File: config.mk
export PLATFORM = sky130hd
export DESIGN_NAME = ddr_avl_gate_flat
export DESIGN_NICKNAME = d
export VERILOG_FILES = /design/src/rtl/ddr_avl_gate_pkg.sv /design/src/rtl/ddr_avl_gate_if.sv /design/src/rtl/ddr_avl_watchdog.sv /design/src/rtl/ddr_avl_gate.sv /design/src/flat_wrapper.sv
export SDC_FILE = /design/constraint.sdc
export NUM_CORES = 1
export LEC_CHECK = 0
export ABC_AREA = 1
export CAP_MARGIN = 20
export CELL_PAD_IN_SITES_DETAIL_PLACEMENT = 1
export CELL_PAD_IN_SITES_GLOBAL_PLACEMENT = 1
export CORE_AREA = 2 2 149 151
export DETAILED_ROUTE_END_ITERATION = 7
export DIE_AREA = 0 0 151 153
export DONT_BUFFER_PORTS = 1
export PLACE_DENSITY_LB_ADDON = 0.1
export SKIP_CTS_REPAIR_TIMING = 1
export SYNTH_ARGS = -nofsm -noshare
export SYNTH_HDL_FRONTEND = slang
export SYNTH_SLANG_ARGS = --single-unit
File: constraint.sdc
create_clock -name clk -period 2.6 [get_ports clk]
set_input_delay 0.52 -clock clk [delete_from_list [all_inputs] [get_ports clk]]
set_output_delay 0.52 -clock clk [all_outputs]
set_load 0.01 [all_outputs]
File: src/rtl/ddr_avl_gate_pkg.sv
// ddr_avl_gate_pkg: shared types and constants for the DDR Avalon traffic gate.
//   gate_state_e : gate FSM states (OFFLINE, ONLINE, FLUSH)
//   FLUSH_DATA   : read data returned on synthesized (flushed) beats, all zeros
//   pend_width() : width of the outstanding-read counter, $clog2(MAX_PEND+1)
package ddr_avl_gate_pkg;

  typedef enum logic [1:0] {
    OFFLINE = 2'd0,
    ONLINE  = 2'd1,
    FLUSH   = 2'd2
  } gate_state_e;

  // Wide enough for any practical DATA_W; users slice [DATA_W-1:0].
  localparam int FLUSH_DATA_MAX_W = 1024;
  localparam logic [FLUSH_DATA_MAX_W-1:0] FLUSH_DATA = '0;

  function automatic int pend_width(input int max_pend);
    return $clog2(max_pend + 1);
  endfunction

endpackage

File: src/rtl/ddr_avl_gate_if.sv
// ddr_avl_gate_if: user-side and controller-side Avalon signals of the gate.
//   slave  modport : the gate's view (user command in, controller command out)
//   master modport : the environment's view (user master + DDR controller)
// Handshake: a user command/write beat is transferred in a cycle where
// us_read or us_write is high and us_waitrequest is low; a controller
// command/write beat is transferred where avl_read_req or avl_write_req is
// high and avl_ready is high; a read beat is transferred in every cycle its
// *_valid is high (no back-pressure on read data).
interface ddr_avl_gate_if #(
  parameter int ADDR_W  = 25,
  parameter int DATA_W  = 64,
  parameter int BURST_W = 4
);
  logic [ADDR_W-1:0]   us_address;
  logic                us_read;
  logic                us_write;
  logic [DATA_W-1:0]   us_writedata;
  logic [DATA_W/8-1:0] us_byteenable;
  logic [BURST_W-1:0]  us_burstcount;
  logic                us_waitrequest;
  logic [DATA_W-1:0]   us_readdata;
  logic                us_readdatavalid;
  logic                us_response_err;

  logic [ADDR_W-1:0]   avl_addr;
  logic                avl_read_req;
  logic                avl_write_req;
  logic [DATA_W-1:0]   avl_wdata;
  logic [DATA_W/8-1:0] avl_be;
  logic [BURST_W-1:0]  avl_size;
  logic                avl_ready;
  logic [DATA_W-1:0]   avl_rdata;
  logic                avl_rdata_valid;

  modport slave (
    input  us_address, us_read, us_write, us_writedata, us_byteenable, us_burstcount,
    output us_waitrequest, us_readdata, us_readdatavalid, us_response_err,
    output avl_addr, avl_read_req, avl_write_req, avl_wdata, avl_be, avl_size,
    input  avl_ready, avl_rdata, avl_rdata_valid
  );

  modport master (
    output us_address, us_read, us_write, us_writedata, us_byteenable, us_burstcount,
    input  us_waitrequest, us_readdata, us_readdatavalid, us_response_err,
    input  avl_addr, avl_read_req, avl_write_req, avl_wdata, avl_be, avl_size,
    output avl_ready, avl_rdata, avl_rdata_valid
  );
endinterface

File: src/rtl/ddr_avl_watchdog.sv
// ddr_avl_watchdog: read-response timer.
//   clk, reset_n : clock, asynchronous active-low reset
//   run          : count this cycle (reads pending while online)
//   kick         : a read beat arrived; restart the count
//   clr          : force the count to zero
//   expire       : one-cycle pulse when the count reaches TIMEOUT-1
module ddr_avl_watchdog #(
  parameter int TIMEOUT = 1_000_000
) (
  input  logic clk,
  input  logic reset_n,
  input  logic run,
  input  logic kick,
  input  logic clr,
  output logic expire
);
  localparam int CW = (TIMEOUT > 1) ? $clog2(TIMEOUT) : 1;
  localparam logic [CW-1:0] LAST = CW'(TIMEOUT - 1);

  logic [CW-1:0] cnt_q, cnt_d;

  always_comb begin
    cnt_d  = cnt_q;
    expire = 1'b0;
    if (clr || kick) begin
      cnt_d = '0;
    end else if (run) begin
      if (cnt_q == LAST) begin
        expire = 1'b1;
        cnt_d  = '0;
      end else begin
        cnt_d = cnt_q + CW'(1);
      end
    end
  end

  always_ff @(posedge clk or negedge reset_n) begin
    if (!reset_n) cnt_q <= '0;
    else          cnt_q <= cnt_d;
  end
endmodule

File: src/rtl/ddr_avl_gate.sv
// ddr_avl_gate: gates user Avalon traffic to the DDR controller on the reset
// sequencer's ready, flushes outstanding reads when memory is lost, and
// requests recalibration when read responses stop arriving.
//   clk, reset_n      : clock, asynchronous active-low reset
//   ready             : memory ready from the reset sequencer
//   bus               : user + controller Avalon signals (ddr_avl_gate_if.slave)
//   online            : high while commands pass through
//   err_timeout       : sticky watchdog error, cleared on entry to ONLINE
//   recal_req         : one-cycle pulse on watchdog expiry
//   flush_cnt         : FLUSH entries, saturating (DDR_AVL_GATE_STATS_EN)
//   timeout_cnt       : watchdog expiries, saturating (DDR_AVL_GATE_STATS_EN)
//   dbg_state         : current FSM state
// Optional build macro: DDR_AVL_GATE_STATS_EN enables the event counters;
// without it both counter outputs are tied to zero.
module ddr_avl_gate
  import ddr_avl_gate_pkg::*;
#(
  parameter int ADDR_W   = 25,
  parameter int DATA_W   = 64,
  parameter int BURST_W  = 4,
  parameter int MAX_PEND = 16,
  parameter int TIMEOUT  = 1_000_000
) (
  input  logic                clk,
  input  logic                reset_n,
  input  logic                ready,
  ddr_avl_gate_if.slave       bus,
  output logic                online,
  output logic                err_timeout,
  output logic                recal_req,
  output logic [15:0]         flush_cnt,
  output logic [15:0]         timeout_cnt,
  output gate_state_e         dbg_state
);
  localparam int PW = pend_width(MAX_PEND);

  gate_state_e        state_q, state_d;
  logic               rearm_q, rearm_d;
  logic [PW-1:0]      pend_q, pend_d;
  logic [BURST_W-1:0] wr_left_q, wr_left_d;
  logic               err_timeout_q, err_timeout_d;

  logic [PW:0]        pend_sum;
  logic               rd_ok, rd_acc, wr_acc, absorb;
  logic [BURST_W-1:0] burst_m1;
  logic               wd_run, wd_clr, wd_expire;

  // Address, data and size are passed straight through; only the request
  // strobes are gated.
  assign bus.avl_addr  = bus.us_address;
  assign bus.avl_wdata = bus.us_writedata;
  assign bus.avl_be    = bus.us_byteenable;
  assign bus.avl_size  = bus.us_burstcount;

  assign pend_sum = {1'b0, pend_q} + (PW+1)'(bus.us_burstcount);
  assign rd_ok    = pend_sum <= (PW+1)'(MAX_PEND);
  assign burst_m1 = (bus.us_burstcount == '0) ? '0 : bus.us_burstcount - BURST_W'(1);

  assign wd_run = (state_q == ONLINE) && (pend_q != '0);
  assign wd_clr = !wd_run;

  ddr_avl_watchdog #(.TIMEOUT(TIMEOUT)) u_watchdog (
    .clk     (clk),
    .reset_n (reset_n),
    .run     (wd_run),
    .kick    (bus.avl_rdata_valid),
    .clr     (wd_clr),
    .expire  (wd_expire)
  );

  always_comb begin
    state_d              = state_q;
    rearm_d              = rearm_q;
    pend_d               = pend_q;
    wr_left_d            = wr_left_q;
    err_timeout_d        = err_timeout_q;
    rd_acc               = 1'b0;
    wr_acc               = 1'b0;
    absorb               = 1'b0;
    bus.us_waitrequest   = 1'b1;
    bus.us_readdata      = FLUSH_DATA[DATA_W-1:0];
    bus.us_readdatavalid = 1'b0;
    bus.us_response_err  = 1'b0;
    bus.avl_read_req     = 1'b0;
    bus.avl_write_req    = 1'b0;

    case (state_q)
      OFFLINE: begin
        if (ready && rearm_q) begin
          state_d       = ONLINE;
          err_timeout_d = 1'b0;
        end
      end
      ONLINE: begin
        bus.avl_read_req     = bus.us_read & rd_ok;
        bus.avl_write_req    = bus.us_write;
        bus.us_waitrequest   = ~bus.avl_ready | (bus.us_read & ~rd_ok);
        bus.us_readdata      = bus.avl_rdata;
        bus.us_readdatavalid = bus.avl_rdata_valid;
        rd_acc = bus.us_read & rd_ok & bus.avl_ready;
        wr_acc = bus.us_write & bus.avl_ready;
        if (rd_acc) pend_d = pend_d + PW'(bus.us_burstcount);
        if (bus.avl_rdata_valid && (pend_q != '0)) pend_d = pend_d - PW'(1);
        // First beat of a burst loads the remaining count; later beats count down.
        if (wr_acc) wr_left_d = (wr_left_q == '0) ? burst_m1 : wr_left_q - BURST_W'(1);
        if (!ready || wd_expire) state_d = FLUSH;
        if (wd_expire) err_timeout_d = 1'b1;
      end
      FLUSH: begin
        // Only the tail of an in-flight write burst is accepted (and dropped).
        absorb             = (wr_left_q != '0) && bus.us_write;
        bus.us_waitrequest = ~absorb;
        if (absorb) wr_left_d = wr_left_q - BURST_W'(1);
        if (pend_q != '0) begin
          bus.us_readdatavalid = 1'b1;
          bus.us_response_err  = 1'b1;
          pend_d               = pend_q - PW'(1);
        end
        // Leave on the cycle the last obligation is met, so k pending
        // reads take exactly k cycles.
        if ((pend_d == '0) && (wr_left_d == '0)) state_d = OFFLINE;
      end
      default: state_d = OFFLINE;
    endcase

    // A ready drop always re-arms, even when it coincides with expiry.
    if (!ready)         rearm_d = 1'b1;
    else if (wd_expire) rearm_d = 1'b0;
  end

  always_ff @(posedge clk or negedge reset_n) begin
    if (!reset_n) begin
      state_q       <= OFFLINE;
      rearm_q       <= 1'b1;
      pend_q        <= '0;
      wr_left_q     <= '0;
      err_timeout_q <= 1'b0;
    end else begin
      state_q       <= state_d;
      rearm_q       <= rearm_d;
      pend_q        <= pend_d;
      wr_left_q     <= wr_left_d;
      err_timeout_q <= err_timeout_d;
    end
  end

  assign online      = (state_q == ONLINE);
  assign err_timeout = err_timeout_q;
  assign recal_req   = wd_expire;
  assign dbg_state   = state_q;

`ifdef DDR_AVL_GATE_STATS_EN
  logic [15:0] flush_cnt_q, flush_cnt_d, timeout_cnt_q, timeout_cnt_d;

  always_comb begin
    flush_cnt_d   = flush_cnt_q;
    timeout_cnt_d = timeout_cnt_q;
    if ((state_q == ONLINE) && (state_d == FLUSH) && (flush_cnt_q != 16'hFFFF))
      flush_cnt_d = flush_cnt_q + 16'd1;
    if (wd_expire && (timeout_cnt_q != 16'hFFFF))
      timeout_cnt_d = timeout_cnt_q + 16'd1;
  end

  always_ff @(posedge clk or negedge reset_n) begin
    if (!reset_n) begin
      flush_cnt_q   <= '0;
      timeout_cnt_q <= '0;
    end else begin
      flush_cnt_q   <= flush_cnt_d;
      timeout_cnt_q <= timeout_cnt_d;
    end
  end

  assign flush_cnt   = flush_cnt_q;
  assign timeout_cnt = timeout_cnt_q;
`else
  assign flush_cnt   = '0;
  assign timeout_cnt = '0;
`endif

endmodule

File: src/flat_wrapper.sv
// flat-port wrapper written by rule: the top's interface ports become plain ports
module ddr_avl_gate_flat import ddr_avl_gate_pkg::*;
#(
  parameter int ADDR_W   = 25,
  parameter int DATA_W   = 64,
  parameter int BURST_W  = 4,
  parameter int MAX_PEND = 16,
  parameter int TIMEOUT  = 1_000_000
)
  (clk, reset_n, ready, online, err_timeout, recal_req, flush_cnt, timeout_cnt, dbg_state, bus_us_address, bus_us_read, bus_us_write, bus_us_writedata, bus_us_byteenable, bus_us_burstcount, bus_us_waitrequest, bus_us_readdata, bus_us_readdatavalid, bus_us_response_err, bus_avl_addr, bus_avl_read_req, bus_avl_write_req, bus_avl_wdata, bus_avl_be, bus_avl_size, bus_avl_ready, bus_avl_rdata, bus_avl_rdata_valid);
  ddr_avl_gate_if #(.ADDR_W(ADDR_W), .DATA_W(DATA_W), .BURST_W(BURST_W)) bus_i ();
  input  logic clk;
  input  logic reset_n;
  input  logic ready;
  output logic online;
  output logic err_timeout;
  output logic recal_req;
  output logic [15:0] flush_cnt;
  output logic [15:0] timeout_cnt;
  output gate_state_e dbg_state;
  input wire logic [$bits(bus_i.us_address)-1:0] bus_us_address;
  input wire logic [$bits(bus_i.us_read)-1:0] bus_us_read;
  input wire logic [$bits(bus_i.us_write)-1:0] bus_us_write;
  input wire logic [$bits(bus_i.us_writedata)-1:0] bus_us_writedata;
  input wire logic [$bits(bus_i.us_byteenable)-1:0] bus_us_byteenable;
  input wire logic [$bits(bus_i.us_burstcount)-1:0] bus_us_burstcount;
  output wire logic [$bits(bus_i.us_waitrequest)-1:0] bus_us_waitrequest;
  output wire logic [$bits(bus_i.us_readdata)-1:0] bus_us_readdata;
  output wire logic [$bits(bus_i.us_readdatavalid)-1:0] bus_us_readdatavalid;
  output wire logic [$bits(bus_i.us_response_err)-1:0] bus_us_response_err;
  output wire logic [$bits(bus_i.avl_addr)-1:0] bus_avl_addr;
  output wire logic [$bits(bus_i.avl_read_req)-1:0] bus_avl_read_req;
  output wire logic [$bits(bus_i.avl_write_req)-1:0] bus_avl_write_req;
  output wire logic [$bits(bus_i.avl_wdata)-1:0] bus_avl_wdata;
  output wire logic [$bits(bus_i.avl_be)-1:0] bus_avl_be;
  output wire logic [$bits(bus_i.avl_size)-1:0] bus_avl_size;
  input wire logic [$bits(bus_i.avl_ready)-1:0] bus_avl_ready;
  input wire logic [$bits(bus_i.avl_rdata)-1:0] bus_avl_rdata;
  input wire logic [$bits(bus_i.avl_rdata_valid)-1:0] bus_avl_rdata_valid;
  assign bus_i.us_address = bus_us_address;
  assign bus_i.us_read = bus_us_read;
  assign bus_i.us_write = bus_us_write;
  assign bus_i.us_writedata = bus_us_writedata;
  assign bus_i.us_byteenable = bus_us_byteenable;
  assign bus_i.us_burstcount = bus_us_burstcount;
  assign bus_us_waitrequest = bus_i.us_waitrequest;
  assign bus_us_readdata = bus_i.us_readdata;
  assign bus_us_readdatavalid = bus_i.us_readdatavalid;
  assign bus_us_response_err = bus_i.us_response_err;
  assign bus_avl_addr = bus_i.avl_addr;
  assign bus_avl_read_req = bus_i.avl_read_req;
  assign bus_avl_write_req = bus_i.avl_write_req;
  assign bus_avl_wdata = bus_i.avl_wdata;
  assign bus_avl_be = bus_i.avl_be;
  assign bus_avl_size = bus_i.avl_size;
  assign bus_i.avl_ready = bus_avl_ready;
  assign bus_i.avl_rdata = bus_avl_rdata;
  assign bus_i.avl_rdata_valid = bus_avl_rdata_valid;
  ddr_avl_gate #(.ADDR_W(ADDR_W), .DATA_W(DATA_W), .BURST_W(BURST_W), .MAX_PEND(MAX_PEND), .TIMEOUT(TIMEOUT)) u_core (.clk(clk), .reset_n(reset_n), .ready(ready), .bus(bus_i), .online(online), .err_timeout(err_timeout), .recal_req(recal_req), .flush_cnt(flush_cnt), .timeout_cnt(timeout_cnt), .dbg_state(dbg_state));
endmodule
* Word-level counts from Yosys, hierarchy flattened
Cells that the tools add are included.
Operators by class: $add $sub $neg 7, order comparisons 1, eq/ne operators 9, mux-type cells 34, bitwise operators 8, reductions and logical operators 22
Operator list (number):
- $mux 64 | 1
- $mux 20 | 3
- $mux 5 | 5
- $add 20x1->20 const B | 1
- $eq 20x20->1 const B | 1
- $mux 4 | 5
- $logic_not 4->1 | 3
- $ne 2x1->1 const B | 6
- $mux 1 | 11
- $pmux 5 s2 | 1
- $sub 5x1->5 const B | 2
- $pmux 4 s2 | 1
- $sub 4x1->4 const B | 2
- $add 5x4->6 | 1
- $le 6x5->1 const B | 1
- $mux 2 | 3
- $pmux 1 s2 | 3
- $pmux 2 s3 | 1
- $reduce_and 3->1 | 2
- $reduce_bool 2->1 | 3
- $add 5x4->5 | 1
- $logic_and 1x1->1 | 5
- $logic_not 5->1 | 1
- $reduce_bool 5->1 | 1
- 10 further kinds | 17
Storage, ports and cells: flip-flop bits (word level) 33, logic and storage cells 87

* Logic depth before layout (Yosys ltp)
Gate-level depths: netlist of run 1.
depth in word-level cells 9, depth in mapped cells 22

* Hierarchy
From an unflattened synthesis of run 1, not the netlist that was laid out.
Unflattened totals: cells, all modules 678, area total of the unflattened synthesis 4384.2 µm²
Modules (own cells, without submodules):
- ddr_avl_gate | times used 1, cells an instance 493, area each 2999.1 µm², sequential area each 326.6 µm²
- ddr_avl_watchdog | times used 1, cells an instance 185, area each 1385.1 µm², sequential area each 500.5 µm²

* Worst setup path before layout of run 1
OpenSTA, ideal clock, no wires.
path kind input-to-reg, start point input bus_us_burstcount[0], end point register u_core.pend_q[4], setup time 0.117 ns, data arrival time 2.533 ns, setup slack -0.050 ns, cell stages on the path 19, buffers on the path 0, path through ha_1 inv_1 fa_1 nand2_1 nor2_4 nand3_2 a21oi_2 nand4_1 nand2_2 inv_1 ha_1 nand2_1 inv_1 nand2_1 nor2_1 nand2_1 nand3_1 nand2_1 nand2_1
On the way: longest elaborated chain between the ends 9, elaborated cells on any way between the ends 10, classes of those cells 3 x add/sub; 1 x order compare; 4 x mux; 2 x bitwise
RTL lines:
- from (decl) | RTL line flat_wrapper.sv:26 | input wire logic [$bits(bus_i.us_burstcount)-1:0] bus_us_burstcount;
- $add 5x4->6 | RTL line ddr_avl_gate.sv:55 | assign pend_sum = {1'b0, pend_q} + (PW+1)'(bus.us_burstcount);
- $le 6x5->1 | RTL line ddr_avl_gate.sv:56 | assign rd_ok = pend_sum <= (PW+1)'(MAX_PEND);
- $and 1x1->1 (2 in a row) | RTL line ddr_avl_gate.sv:100 | rd_acc = bus.us_read & rd_ok & bus.avl_ready;
- $mux 5 (*) | RTL line ddr_avl_gate.sv:102 | if (rd_acc) pend_d = pend_d + PW'(bus.us_burstcount);
- $mux 5 (*) | RTL line ddr_avl_gate.sv:87 | case (state_q)
- $sub 5x1->5 | RTL line ddr_avl_gate.sv:103 | if (bus.avl_rdata_valid && (pend_q != '0)) pend_d = pend_d - PW'(1);
- $mux 5 (*) | RTL line ddr_avl_gate.sv:103
- $pmux 5 s2 (*) | RTL line ddr_avl_gate.sv:87
- to (signal assigned) | RTL line ddr_avl_gate.sv:141 | pend_q <= pend_d;
- to (decl) | RTL line ddr_avl_gate.sv:39 | logic [PW-1:0] pend_q, pend_d;
Every way passes the cells marked *; elsewhere a longest branch is shown, timed or not. The select of a mux whose other input is x is not followed. A chain may end at the register's enable or synchronous reset.

* Worst setup path in the final report of run 1
start point register u_core.pend_q[0], end point output bus_us_waitrequest
On the way: longest elaborated chain between the ends 6
RTL lines:
- $add 5x4->6 | RTL line ddr_avl_gate.sv:55
- $le 6x5->1 | RTL line ddr_avl_gate.sv:56
- $not 1->1 | RTL line ddr_avl_gate.sv:97 | bus.us_waitrequest = ~bus.avl_ready | (bus.us_read & ~rd_ok);
- $and 1x1->1 | RTL line ddr_avl_gate.sv:97
- $or 1x1->1 | RTL line ddr_avl_gate.sv:97
- $pmux 1 s2 | RTL line ddr_avl_gate.sv:87
- to (decl) | RTL line flat_wrapper.sv:27 | output wire logic [$bits(bus_i.us_waitrequest)-1:0] bus_us_waitrequest;
No other way between the ends.

==> run_results.csv, run 1 <==
group,metric,value,unit
outcome,failed_checks,"negative setup slack",
synth,yosys_most_used_dff,"dfrtp_1",
synth,synth_area_leaders,"buf_4 25%, dfrtp_1 20%, nand2_1 12%",
worst_setup_path,reg2reg_from,"u_core.pend_q[0]$_DFFE_PN0P_",
placement,dp_slack,-0.2015,ns
synth,synth_area,3983,um2
synth,synth-seq-cells,33,
worst_setup_path,path_max_fanout,4,
sta,slew_viol_final,0,
global_routing,grt-busiest-layer,"met2",
synth,yosys_warnings,0,
global_routing,met2_usage,15.84,%
sta,hold_viol,0,
cts,cts_buffers,5,
worst_setup_path,reg2reg_slack,-0.09,ns
sta,slew_headroom,64.94,%
sta,post-route-period-util,107.1,%
worst_setup_path,cp-startpoint,"u_core.pend_q[0]$_DFFE_PN0P_",
sta,skew,0.008104,ns
final_layout,antennaDiodeCount,0,
route,ant_nets,0,
final_layout,nFillCells,2678,
global_routing,grt_first_pass_wirelength,18600,um
global_routing,grt_max_degree,45,
placement,hpwl,9831,um
synth,synth_edf_count,0,
sta,min_period,2.783,ns
worst_setup_path,critPathCaptureType,"primary output",
floorplanning,initial_utilization,18.54,%
synth,synth_commonest_cells,"133 x buf_4, 132 x nand2_1, 113 x inv_1",
cts,clkTransAtPathRegs,0.06,ns
sta,hold-worst-slack,0.07167,ns
worst_setup_path,slowest_delay,0.53,ns
final_layout,drive_gt1_share,16.04,%
worst_setup_path,critPathSlowestCell,"fa_2",
cts,clock_sinks,33,
synth,syn_inst,609,
floorplanning,dieArea,23100,um2
worst_setup_path,worst_setup_path_start_kind,"flop",
route,via_per_inst,3.877,
global_routing,grt_util_met1,13.70,%
sta,rsz0062_at_grt,"true",
route,wl,12080,um
sta,tightest_slew,0.5259,ns
synth,synth_cell_types,47,
floorplanning,fp.coreArea,21490,um2
global_routing,grt_overflow,0,
final_layout,area_delta_synth_final,-2.136,%
global_routing,grt_use_met3,3.522,%
synth,yosysTopAreaCell,"buf_4",
worst_setup_path,endpoint,"bus_us_waitrequest",
global_routing,grt_pass1_vias,3286,
route,avgRoutedWirePerCell,14.91,um
pwr,ir_drop,0.2818,mV
placement,routabilityCongestion,0.7276,
worst_setup_path,cp.arrival,2.26,ns
sta,finalSetupViolCount,5,
route,vias,3140,
sta,fmaxAchievable,0.3593,GHz
floorplanning,ioPinCount,379,
sta,fin_ws,-0.1835,ns
flow_run,cap_violations,0,
worst_hold_path,hold_class,"in2async",
final_layout,final_nets,713,
worst_setup_path,path_cells,"ha_4, inv_2, fa_2, nand2_2, nor2_4, nand3_4, a21oi_4, o21ai_0, a21oi_1, o21ai_2",
cts,h-tree-depth,2,
floorplanning,row_count,54,
floorplanning,die_y,153,um
cts,cts_tree,"yes",
synth,async_reset_ff_share,100.0,%
global_routing,track_usage,10.20,%
placement,portBuffers,0,
synth,syn-mean-instance-area,6.540,um2
pwr,power_density,1074,nW/um2
worst_setup_path,reg2reg_to,"u_core.pend_q[1]$_DFFE_PN0P_",
global_routing,antenna_found_initial,0,
route,drtIter0Drc,128,
cts,cts-root-buf,"clkbuf_16",
worst_setup_path,r2r_cells,15,
outcome,status,"complete, but fails checks",
synth,yosysMostFrequentCell,"buf_4",
pwr,p_leak,2.231,nW
synth,yosysSeqAreaShare,20.77,%
route,drtPass1Iterations,4,
route,drc,0,
pwr,total_power,4.187,mW
worst_setup_path,setup.worst_path.class,"reg2out",
final_layout,fin_area,3897,um2
synth,synth_top_area_share,25.07,%
worst_setup_path,cp.required,2.08,ns
cts,cts_buffer_depth,2,
placement,placed_area,3593,um2
cts,clk_latency,0.28,ns
floorplanning,die_w,151,um
sta,fin_tns_setup,-0.5588,ns
## power breakdown
| group | internal [mW] | total [mW] | leakage (nW) | switching (mW) |
|---|---|---|---|---|
| clock network | 0.480 | 0.724 | 0.0841 | 0.245 |
| logic | 0.933 | 2.73 | 1.71 | 1.80 |
| registers | 0.619 | 0.732 | 0.434 | 0.113 |
## state kept, by name, indices dropped and copies added, names as in the netlist
register,cells
u_core.u_watchdog.cnt_q,20
u_core.pend_q,5
u_core.wr_left_q,4
u_core.dbg_state,2
u_core.err_timeout,1
u_core.rearm_q,1
## metrics by stage
step / instances / util [%]
after floorplan: 640 / -
after global placement: 798 / 16.72
after detailed placement: 798 / 16.72
after CTS: 806 / 17.53
after global routing: 810 / 18.14
final: 810 / 18.14
## final cells by class
type,count,area [um2],share of cell area (%)
Inverter,116,435.4,11.17
Clock buffer,7,142.6,3.660
Timing Repair Buffer,27,230.2,5.907
Clock inverter,1,30.03,0.7705
Sequential cell,33,827.0,21.22
Multi-Input combinational cell,346,1882,48.28
Tap cell,280,350.3,8.989
## worst min-delay path by stage
stage / from / to / slack (ns)
floorplan: reset_n / u_core.dbg_state[0]$_DFFE_PN0P_ / 0.22
global placement: reset_n / u_core.u_watchdog.cnt_q[3]$_DFFE_PN0P_ / 0.23
detailed placement: reset_n / u_core.u_watchdog.cnt_q[3]$_DFFE_PN0P_ / 0.23
finish: reset_n / u_core.u_watchdog.cnt_q[1]$_DFFE_PN0P_ / 0.07
CTS: reset_n / u_core.u_watchdog.cnt_q[1]$_DFFE_PN0P_ / -0.08
global route: reset_n / u_core.rearm_q$_DFFE_PN1P_ / 0.07
## cell families after synthesis
kind of cell,Yosys count,synth area share (%)
buffers and inverters,261,37.26
and+or+nand+nor,236,27.84
AOI/OAI and AO/OA,58,8.326
DFF,33,20.77
adders and majority gates,12,3.958
xor gates and xnor gates,8,1.759
other,1,0.09416
## critical path: cells and delay by family, from the launching register on
kind	cells	cell delay, ns
flip-flops	1	0.41
AND/OR/NAND/NOR	3	0.28
AO/OA/AOI/OAI	4	0.58
buffers and inverters	1	0.03
adder cells (fa/ha/maj)	2	0.69
## placed cells by master (no fill, tap or decap), drive strengths merged, types with 3 or more instances in the layout
| cell type | netlist | routed |
|---|---|---|
| nand2 | 141 | 141 |
| inv | 116 | 116 |
| nor2 | 42 | 42 |
| conb | 1 | 32 |
| dfrtp | 32 | 32 |
| buf | 136 | 27 |
| o21ai | 27 | 27 |
| nand3 | 23 | 23 |
| a21oi | 18 | 18 |
| ha | 11 | 11 |
| nand4 | 10 | 10 |
| nor3 | 9 | 9 |
| xor2 | 7 | 7 |
| clkbuf | 9 | 7 |
| nor3b | 6 | 6 |
| o211ai | 3 | 3 |
## layer usage
layer	part of all wire [%]	vias up
met5	0	-
met4	0.93	0
met3	6.6	27
met2	46	108
met1	47	1477
li1	-	1528
Note: power is estimated with default switching activity, not from simulation.
==> run 2, diff against run 1 <==
CTS_CLUSTER_DIAMETER = 50   (was not set)
==> results of run 2 <==
Same layout as run 1: the final DEF is identical, and so are final timing and power.
==> run 3, diff against run 2 <==
CELL_PAD_IN_SITES_DETAIL_PLACEMENT = 0   (was 1)
==> run 3 against run 2 <==
  * The run still ends with negative setup slack left
  * Design area shrank 0.61%
  * Critical endpoint is now bus_avl_read_req
  * Clock skew increased by 0.0013 ns
  * Die area did not move
  * Hold slack got worse by 0.0034 ns
==> run_results.csv, run 3 (synthesized netlist as in run 1, its figures left out) <==
group,metric,value,unit
floorplanning,initial_utilization,18.54,%
placement,routabilityCongestion,0.7276,
pwr,combPwrFrac,64.5,%
pwr,swShare,51.02,%
worst_setup_path,path_max_fanout,3,
worst_setup_path,cp.required,2.08,ns
cts,clk_latency,0.29,ns
worst_setup_path,setup.worst_path.class,"reg2out",
cts,cts_tree,"yes",
sta,min_period,2.734,ns
route,wl,11310,um
global_routing,grt_pass1_vias,3119,
cts,cts-root-buf,"clkbuf_16",
sta,finalSetupViolCount,4,
worst_hold_path,hold_class,"in2async",
flow_run,cap_violations,0,
pwr,seq_power_share,17.7,%
route,via_per_inst,3.815,
sta,post-route-period-util,105.2,%
global_routing,grt_first_pass_wirelength,17510,um
floorplanning,dieArea,23100,um2
placement,hpwl,9240,um
worst_setup_path,r2r_cells,20,
pwr,p_clk_share,17.8,%
sta,fin_ws,-0.1339,ns
final_layout,largest_reg_flops,20,
worst_setup_path,cp.arrival,2.21,ns
floorplanning,fp.coreArea,21490,um2
sta,skew,0.009445,ns
cts,cts_buffer_depth,2,
route,ant_nets,0,
global_routing,grt_max_degree,45,
pwr,total_power,4.128,mW
sta,fin_tns_setup,-0.3342,ns
final_layout,drive_gt1_share,16.07,%
pwr,power_density,1066,nW/um2
route,drc,0,
floorplanning,die_w,151,um
final_layout,area_delta_synth_final,-2.733,%
global_routing,track_usage,9.660,%
route,drtPass1Iterations,4,
cts,clock_sinks,33,
final_layout,regMostFlops,"u_core.u_watchdog.cnt_q",
sta,hold_viol,0,
route,avgRoutedWirePerCell,13.98,um
cts,cts_buffers,5,
final_layout,layout_commonest_cell,"nand2_1",
worst_setup_path,reg2reg_from,"u_core.pend_q[0]$_DFFE_PN0P_",
floorplanning,row_count,54,
final_layout,antennaDiodeCount,0,
placement,portBuffers,0,
pwr,ir_drop,0.3246,mV
floorplanning,die_y,153,um
sta,rsz0062_at_grt,"true",
sta,slew_viol_final,0,
pwr,intPower,2.022,mW
pwr,p_sw,2.106,mW
global_routing,antenna_found_initial,0,
cts,clkTransAtPathRegs,0.07,ns
final_layout,final_nets,712,
floorplanning,ioPinCount,379,
route,drtIter0Drc,140,
outcome,failed_checks,"negative setup slack",
worst_setup_path,critPathCaptureType,"primary output",
worst_setup_path,reg2reg_to,"u_core.pend_q[4]$_DFFE_PN0P_",
worst_setup_path,reg2reg_slack,-0.05,ns
final_layout,top_regs,"u_core.u_watchdog.cnt_q x20, u_core.pend_q x5, u_core.wr_left_q x4",
final_layout,final_cell_mix,"127 x nand2_1, 111 x inv_1, 33 x nor2_1, 32 x conb_1, 31 x dfrtp_1",
sta,fmaxAchievable,0.3658,GHz
global_routing,grt_overflow,0,
outcome,status,"complete, but fails checks",
pwr,p_leak,2.219,nW
cts,h-tree-depth,2,
worst_setup_path,worst_setup_path_start_kind,"flop",
route,vias,3086,
[run 3: layer usage]
metal / GRT usage, % / vias to the layer above / wire length [um]
met4: 2.448 / 0 / 157
met3: 3.761 / 34 / 874
met2: 14.35 / 106 / 4998
met1: 13.08 / 1420 / 5281
li1: - / 1526 / -
met5: 0 / - / 0
[run 3: power groups by stage]
stage	sequential (mW)	clock (mW)	combinational (mW)
final	0.731	0.733	2.66
after global routing	0.755	0.775	3.03
after CTS	0.736	0.761	2.54
after detailed placement	0.743	0	2.53
after global placement	0.743	0	2.59
after floorplan	0.725	0	1.96
[run 3: worst max-delay path: stages (launching register included)]
cell and delay, ns:
dfrtp_2 0.40, ha_4 0.14, inv_2 0.03, fa_2 0.53
nand2_2 0.07, nor2_4 0.12, nand3_4 0.08, a21oi_4 0.18
buf_6 0.12, nand2_4 0.05, nor2_4 0.10, buf_6 0.11
[run 3: stage by stage]
| stage | setup WS (ns) | hold WS, ns | cells | area, um2 | util [%] |
|---|---|---|---|---|---|
| detailed placement | -0.1861 | 0.2264 | 798 | 3593 | 16.72 |
| finish | -0.1339 | 0.06826 | 809 | 3874 | 18.03 |
| CTS | -0.3513 | -0.08708 | 806 | 3766 | 17.53 |
| global placement | -0.1624 | 0.2262 | 798 | 3593 | 16.72 |
| global route | -0.2517 | 0.06287 | 809 | 3874 | 18.03 |
| floorplan | 0.004142 | 0.2244 | 640 | 4116 | - |
[run 3: worst max path at each step]
stage          depth (start not counted)                            to                          from
4_1_cts                               12              bus_avl_read_req  u_core.pend_q[0]$_DFFE_PN0P_
2_1_floorplan                         20  u_core.pend_q[4]$_DFFE_PN0P_          bus_us_burstcount[0]
5_1_grt                               20  u_core.pend_q[4]$_DFFE_PN0P_  u_core.pend_q[0]$_DFFE_PN0P_
3_3_place_gp                          20  u_core.pend_q[4]$_DFFE_PN0P_          bus_us_burstcount[0]
3_5_place_dp                          20  u_core.pend_q[4]$_DFFE_PN0P_          bus_us_burstcount[0]
6_report                              11              bus_avl_read_req  u_core.pend_q[0]$_DFFE_PN0P_
[run 3: area by class of cell]
class,count,area (um2)
multi-input combinational,346,1872
inverter,116,435.4
sequential,33,828.3
timing repair buffer,26,215.2
tap,280,350.3
clock inverter,1,30.03
fill,2524,17610
clock buffer,7,142.6
